## src/rtl/box_pkg.sv

```systemverilog
// Shared constants, box field layout and FSM states for the box table scheduler.
package box_pkg;

  localparam int BOX_W     = 42;
  localparam int POS_W     = 43;
  localparam int FLAG_BIT  = 42;
  localparam int PTR_W     = 5;

  localparam int XMIN_LSB  = 0;
  localparam int XMIN_W    = 11;
  localparam int YMIN_LSB  = 11;
  localparam int YMIN_W    = 10;
  localparam int XMAX_LSB  = 21;
  localparam int XMAX_W    = 11;
  localparam int YMAX_LSB  = 32;
  localparam int YMAX_W    = 10;

  typedef enum logic [1:0] {
    ST_COLLECT = 2'd0,
    ST_SWAP    = 2'd1,
    ST_CLEAR   = 2'd2
  } state_e;

  // A box is usable when its corners are ordered and it lies inside the frame.
  function automatic logic box_in_range(input logic [BOX_W-1:0] box,
                                        input int unsigned h_pixel,
                                        input int unsigned v_pixel);
    logic [XMIN_W-1:0] xmin;
    logic [XMAX_W-1:0] xmax;
    logic [YMIN_W-1:0] ymin;
    logic [YMAX_W-1:0] ymax;
    xmin = box[XMIN_LSB +: XMIN_W];
    xmax = box[XMAX_LSB +: XMAX_W];
    ymin = box[YMIN_LSB +: YMIN_W];
    ymax = box[YMAX_LSB +: YMAX_W];
    return (xmin <= xmax) && (ymin <= ymax) &&
           (32'(xmax) < h_pixel) && (32'(ymax) < v_pixel);
  endfunction

endpackage

```

## src/rtl/rr_arbiter2.sv

```systemverilog
// Two-way round-robin arbiter; the channel just served drops to lowest priority.
module rr_arbiter2 (
  input  logic       sys_clk,
  input  logic       sys_rst_n,
  input  logic [1:0] req,
  input  logic       hs,
  output logic [1:0] grant
);

  // Channel currently holding highest priority.
  logic prio_q;
  logic prio_d;

  // Grant selection and priority rotation after a completed handshake.
  always_comb begin
    grant  = req;
    if (req == 2'b11) begin
      grant = prio_q ? 2'b10 : 2'b01;
    end
    prio_d = prio_q;
    if (hs) begin
      prio_d = grant[0];
    end
  end

  // Priority register, channel 0 preferred out of reset.
  always_ff @(posedge sys_clk or negedge sys_rst_n) begin
    if (!sys_rst_n) begin
      prio_q <= 1'b0;
    end else begin
      prio_q <= prio_d;
    end
  end

endmodule

```

## src/rtl/box_table_scheduler.sv

```systemverilog
// Collects detector boxes into a shadow table during a frame and publishes
// them to the active table at each frame boundary.
//
//   state      | meaning
//   COLLECT    | accepting boxes, watching pre_vs for a rising edge
//   SWAP       | shadow copied to active on exit
//   CLEAR      | shadow flags and write pointer cleared on exit
module box_table_scheduler
  import box_pkg::*;
#(
  parameter int unsigned H_PIXEL = 1024,
  parameter int unsigned V_PIXEL = 768,
  parameter int unsigned SLOTS   = 16
) (
  input  logic                        sys_clk,
  input  logic                        sys_rst_n,
  input  logic                        pre_vs,
  input  logic [1:0]                  req_valid,
  input  logic [1:0][BOX_W-1:0]       req_box,
  output logic [1:0]                  req_ready,
  output logic [SLOTS-1:0][POS_W-1:0] pos_data,
  output logic [4:0]                  obj_num,
  output logic [7:0]                  drop_cnt,
  output logic                        swap_pulse
);

  state_e                      state_q, state_d;
  logic                        pre_vs_q;
  logic [PTR_W-1:0]            wr_ptr_q, wr_ptr_d;
  logic [SLOTS-1:0][POS_W-1:0] shadow_q, shadow_d;
  logic [SLOTS-1:0][POS_W-1:0] active_q, active_d;
  logic [4:0]                  obj_num_q, obj_num_d;
  logic [7:0]                  drop_cnt_q, drop_cnt_d;
  logic                        swap_pulse_q, swap_pulse_d;

  logic             collect;
  logic             boundary;
  logic [1:0]       arb_req;
  logic [1:0]       grant;
  logic             hs;
  logic [BOX_W-1:0] hs_box;

  assign collect   = (state_q == ST_COLLECT);
  assign boundary  = collect && pre_vs && !pre_vs_q;
  assign arb_req   = collect ? req_valid : 2'b00;
  assign req_ready = grant;
  assign hs        = |(req_valid & grant);
  assign hs_box    = grant[1] ? req_box[1] : req_box[0];

  rr_arbiter2 u_arb (
    .sys_clk  (sys_clk),
    .sys_rst_n(sys_rst_n),
    .req      (arb_req),
    .hs       (hs),
    .grant    (grant)
  );

  // Frame sequencing: a boundary in COLLECT triggers one SWAP and one CLEAR cycle.
  always_comb begin
    state_d = state_q;
    case (state_q)
      ST_COLLECT: if (boundary) state_d = ST_SWAP;
      ST_SWAP:    state_d = ST_CLEAR;
      ST_CLEAR:   state_d = ST_COLLECT;
      default:    state_d = ST_COLLECT;
    endcase
  end

  // Box capture or drop, table publication and shadow clearing.
  always_comb begin
    shadow_d     = shadow_q;
    wr_ptr_d     = wr_ptr_q;
    active_d     = active_q;
    obj_num_d    = obj_num_q;
    drop_cnt_d   = drop_cnt_q;
    swap_pulse_d = 1'b0;

    if (hs) begin
      if (box_in_range(hs_box, H_PIXEL, V_PIXEL) && (32'(wr_ptr_q) < SLOTS)) begin
        shadow_d[wr_ptr_q[3:0]] = {1'b1, hs_box};
        wr_ptr_d                = wr_ptr_q + 5'd1;
      end else if (drop_cnt_q != 8'hFF) begin
        drop_cnt_d = drop_cnt_q + 8'd1;
      end
    end

    if (state_q == ST_SWAP) begin
      active_d     = shadow_q;
      obj_num_d    = wr_ptr_q;
      swap_pulse_d = 1'b1;
    end

    // Only the flags are cleared; stale box bits stay but are marked invalid.
    if (state_q == ST_CLEAR) begin
      for (int i = 0; i < int'(SLOTS); i++) begin
        shadow_d[i][FLAG_BIT] = 1'b0;
      end
      wr_ptr_d = '0;
    end
  end

  // State and datapath registers.
  always_ff @(posedge sys_clk or negedge sys_rst_n) begin
    if (!sys_rst_n) begin
      state_q      <= ST_COLLECT;
      pre_vs_q     <= 1'b0;
      wr_ptr_q     <= '0;
      shadow_q     <= '0;
      active_q     <= '0;
      obj_num_q    <= '0;
      drop_cnt_q   <= '0;
      swap_pulse_q <= 1'b0;
    end else begin
      state_q      <= state_d;
      pre_vs_q     <= pre_vs;
      wr_ptr_q     <= wr_ptr_d;
      shadow_q     <= shadow_d;
      active_q     <= active_d;
      obj_num_q    <= obj_num_d;
      drop_cnt_q   <= drop_cnt_d;
      swap_pulse_q <= swap_pulse_d;
    end
  end

  assign pos_data   = active_q;
  assign obj_num    = obj_num_q;
  assign drop_cnt   = drop_cnt_q;
  assign swap_pulse = swap_pulse_q;

endmodule

```

## config.mk

```make
export PLATFORM = sky130hd
export DESIGN_NAME = box_table_scheduler
export DESIGN_NICKNAME = d
export VERILOG_FILES = /design/src/rtl/box_pkg.sv /design/src/rtl/rr_arbiter2.sv /design/src/rtl/box_table_scheduler.sv
export SDC_FILE = /design/constraint.sdc
export NUM_CORES = 2
export LEC_CHECK = 0
export ABC_AREA = 1
export CAP_MARGIN = 30
export CORE_MARGIN = 2
export CORE_UTILIZATION = 55
export DETAILED_ROUTE_END_ITERATION = 8
export MAX_ROUTING_LAYER = met4
export PLACE_DENSITY = 0.8
export SLEW_MARGIN = 20
export SYNTH_ARGS = -nofsm -noshare
export SYNTH_HDL_FRONTEND = slang
export SYNTH_HIERARCHICAL = 1
export SYNTH_SLANG_ARGS = --single-unit
```

## constraint.sdc

```tcl
create_clock -name sys_clk -period 5.9 [get_ports sys_clk]
set_clock_uncertainty 0.2 [all_clocks]
set_input_delay 1.18 -clock sys_clk [delete_from_list [all_inputs] [get_ports sys_clk]]
set_output_delay 1.18 -clock sys_clk [all_outputs]
set_load 0.02 [all_outputs]
```

==> out/summary.txt <==
H-tree lvl count - 4
unrepaired setup endpoints after global routing - false
Initial Util - 55.34%
CTS root buf - clkbuf_16
Crit path required time - 4520 ps
largest net degree at the start of global routing - 213
run status - completed
min Tclk post-route - 4872 ps
final setup TNS - 0 ps
Post-DP HPWL - 126.2 mm
Post-Route WL - 208.3 mm
YS warnings - 6
Clk Latency, worst-skew pair - 770 ps
period utilization - 82.58%
commonest non-fill, non-tap cells in the layout - nand2_1, dfrtp_1, clkdlybuf4s50_1
total power - 24.21 mW
Seq. cell area - 0.03501 sq mm
DR pass1 iterations - 9
Placeable Area - 0.1014 sq mm
prevailing post-synth register cell - dfrtp_1
Iter 0 DRT Violations - 7361
Synth Area per Inst - 8.899 sq um
number of global-route vias before repair - 47820
ranking of synthesized cells by area - dfrtp_1, nand2_1, nand4_1
first-pass GRT wire length - 306.5 mm
asr flop ratio synth - 100.0%
Max-Cap Viols - 0
Setup violations, final - 0
antenna-violating nets left - 0
top cell type's share of synthesized area - 62.36%
Via Count - 50400
Clk pin slew, worst setup/hold paths - 60 ps
clk buf depth - 3
total gr overflow - 0
gr usage total - 40.83%
PwrDens - 344.1 mW/mm^2
share of cells above drive strength 1 - 6.405%
f_max - 0.2053 GHz
routability cong. - 0.9554
EDFF count, synth - 0
cell area after layout - 0.07038 sq mm
CTS tree - done
Total Nets Final - 7010
most common cell after layout, fill and taps aside - nand2_1
crit path max fanout - 43
Avg Vias per Cell - 5.995
initial antenna violation count - 30
full die area - 0.1046 sq mm
Post-Syn Instances - 6309
I/O pins - 793
Least-Margin Pin Slew - 1188 ps
Final Slew Violations - 0
mapped cell area - 0.05614 sq mm
PortBufs - 792
die height - 323.5 um
Worst Setup Start Kind - primary input
synthesized net count - 6424
Post-CTS Hold Buffers - 0
Setup crit end kind - output port
postcts setup bufs - 0
register area share after synthesis - 62.36%
leakage - 37.41 nW
WS Path Type - in -> out
worst vdd ir - 0.2537 mV
worst hold path type - reg -> reg
Final Hold Vio Count - 0
arrival time at the worst endpoint - 3490 ps
Core Util, Final - 69.37%
CTS Sinks - 1399
TritonCTS Buffers - 142
flops & latches, synth - 1399
leading area contributor after synthesis - dfrtp_1
DRC viols - 0
Die W - 323.5 um
Multi-input gate area - 0.01888 sq mm
P&R area growth vs syn - 25.35%
post-CTS sizing - 0
Fillers - 7444
Placed Area - 0.06548 sq mm
max_slew headroom - 20.82%
wire per inst - 24.78 um
row cnt - 117
count of different cell masters after synthesis - 33
WHS - 204.1 ps
==> Yosys cell counts (2+ instances only) <==
master,n
nor3_1,2
nand3_1,13
buf_4,56
nand4_2,4
o21ai_1,2
buf_1,25
a31oi_1,17
nor2_1,29
a21oi_1,21
inv_1,89
xnor2_1,3
inv_2,3
dfrtp_1,1399
and2_1,2
ha_1,26
nand2_1,3446
nand4_1,665
clkbuf_1,340
o21ai_0,59
nand4_4,10
buf_2,64
or2_2,18
xor2_1,6
==> power by group <==
part / internal, mW / switching [mW]
clock: 5.37 / 3.88
combinational: 1.26 / 2.95
sequential: 10.2 / 0.517
==> logic make-up after synthesis <==
kind of cell               count (synthesis)  share of synthesized area [%]
xor gates and xnor gates                   9                         0.1404
adders and majority gates                 26                         0.5794
buffers and inverters                    579                          4.417
AOI/OAI and AO/OA                        104                          1.003
and+or+nand+nor                         4192                          31.50
DFF                                     1399                          62.36
==> registers in the layout, summed over array words and instances, names as in the netlist <==
register	cells
pos_data	688
swap_pulse	1
pre_vs_q	1
obj_num	5
wr_ptr_q	5
drop_cnt	8
shadow_q	688
u_arb/prio_q	1
state_q	2
==> through the flow <==
stage | worst slack, ps | std cells
CTS | 1057 | 8377
floorplan | 793.9 | 6309
global route | 995.5 | 8402
global placement | 664.7 | 8110
detailed placement | 551.5 | 8118
finish | 1028 | 8408
==> cell type report <==
class	count	area share [%]
diodes	30	0.1067
clock buffers	209	5.924
clock inverters	50	0.8854
inverters	93	0.5067
multi-input cells	4331	26.82
flip-flops and latches	1399	49.74
well taps	1368	2.432
repair buffers	928	13.58
==> layer usage <==
metal	vias to the layer above	track usage [%]	routed length (um)
met3	752	11.33	25990
met5	-	-	0
met4	0	26.55	15710
li1	21410	-	-
met1	24680	53.40	76720
met2	3568	56.00	89910
==> worst paths after layout <==
| path | startpoint | to | slack (ps) | cells past startpoint |
|---|---|---|---|---|
| hold reg to reg | pre_vs_q | state_q[0] | 200 | 1 |
| setup / recovery | req_valid[1] | req_ready[1] | 1030 | 6 |
| max in group asynchronous | sys_rst_n | pos_data[123] | 3740 | 2 |
| hold / removal | pre_vs_q | state_q[0] | 200 | 1 |
| min in group asynchronous | sys_rst_n | pos_data[579] | 240 | 1 |
| setup reg to reg | state_q[0] | shadow_q[330] | 1680 | 21 |
==> worst max-delay path: stages <==
cell	delay, ps
clkdlybuf4s50_1	570
inv_1	120
nor2_1	160
a21boi_4	310
buf_12	280
clkdlybuf4s50_1	850
Power figures use the tool's default switching activity.
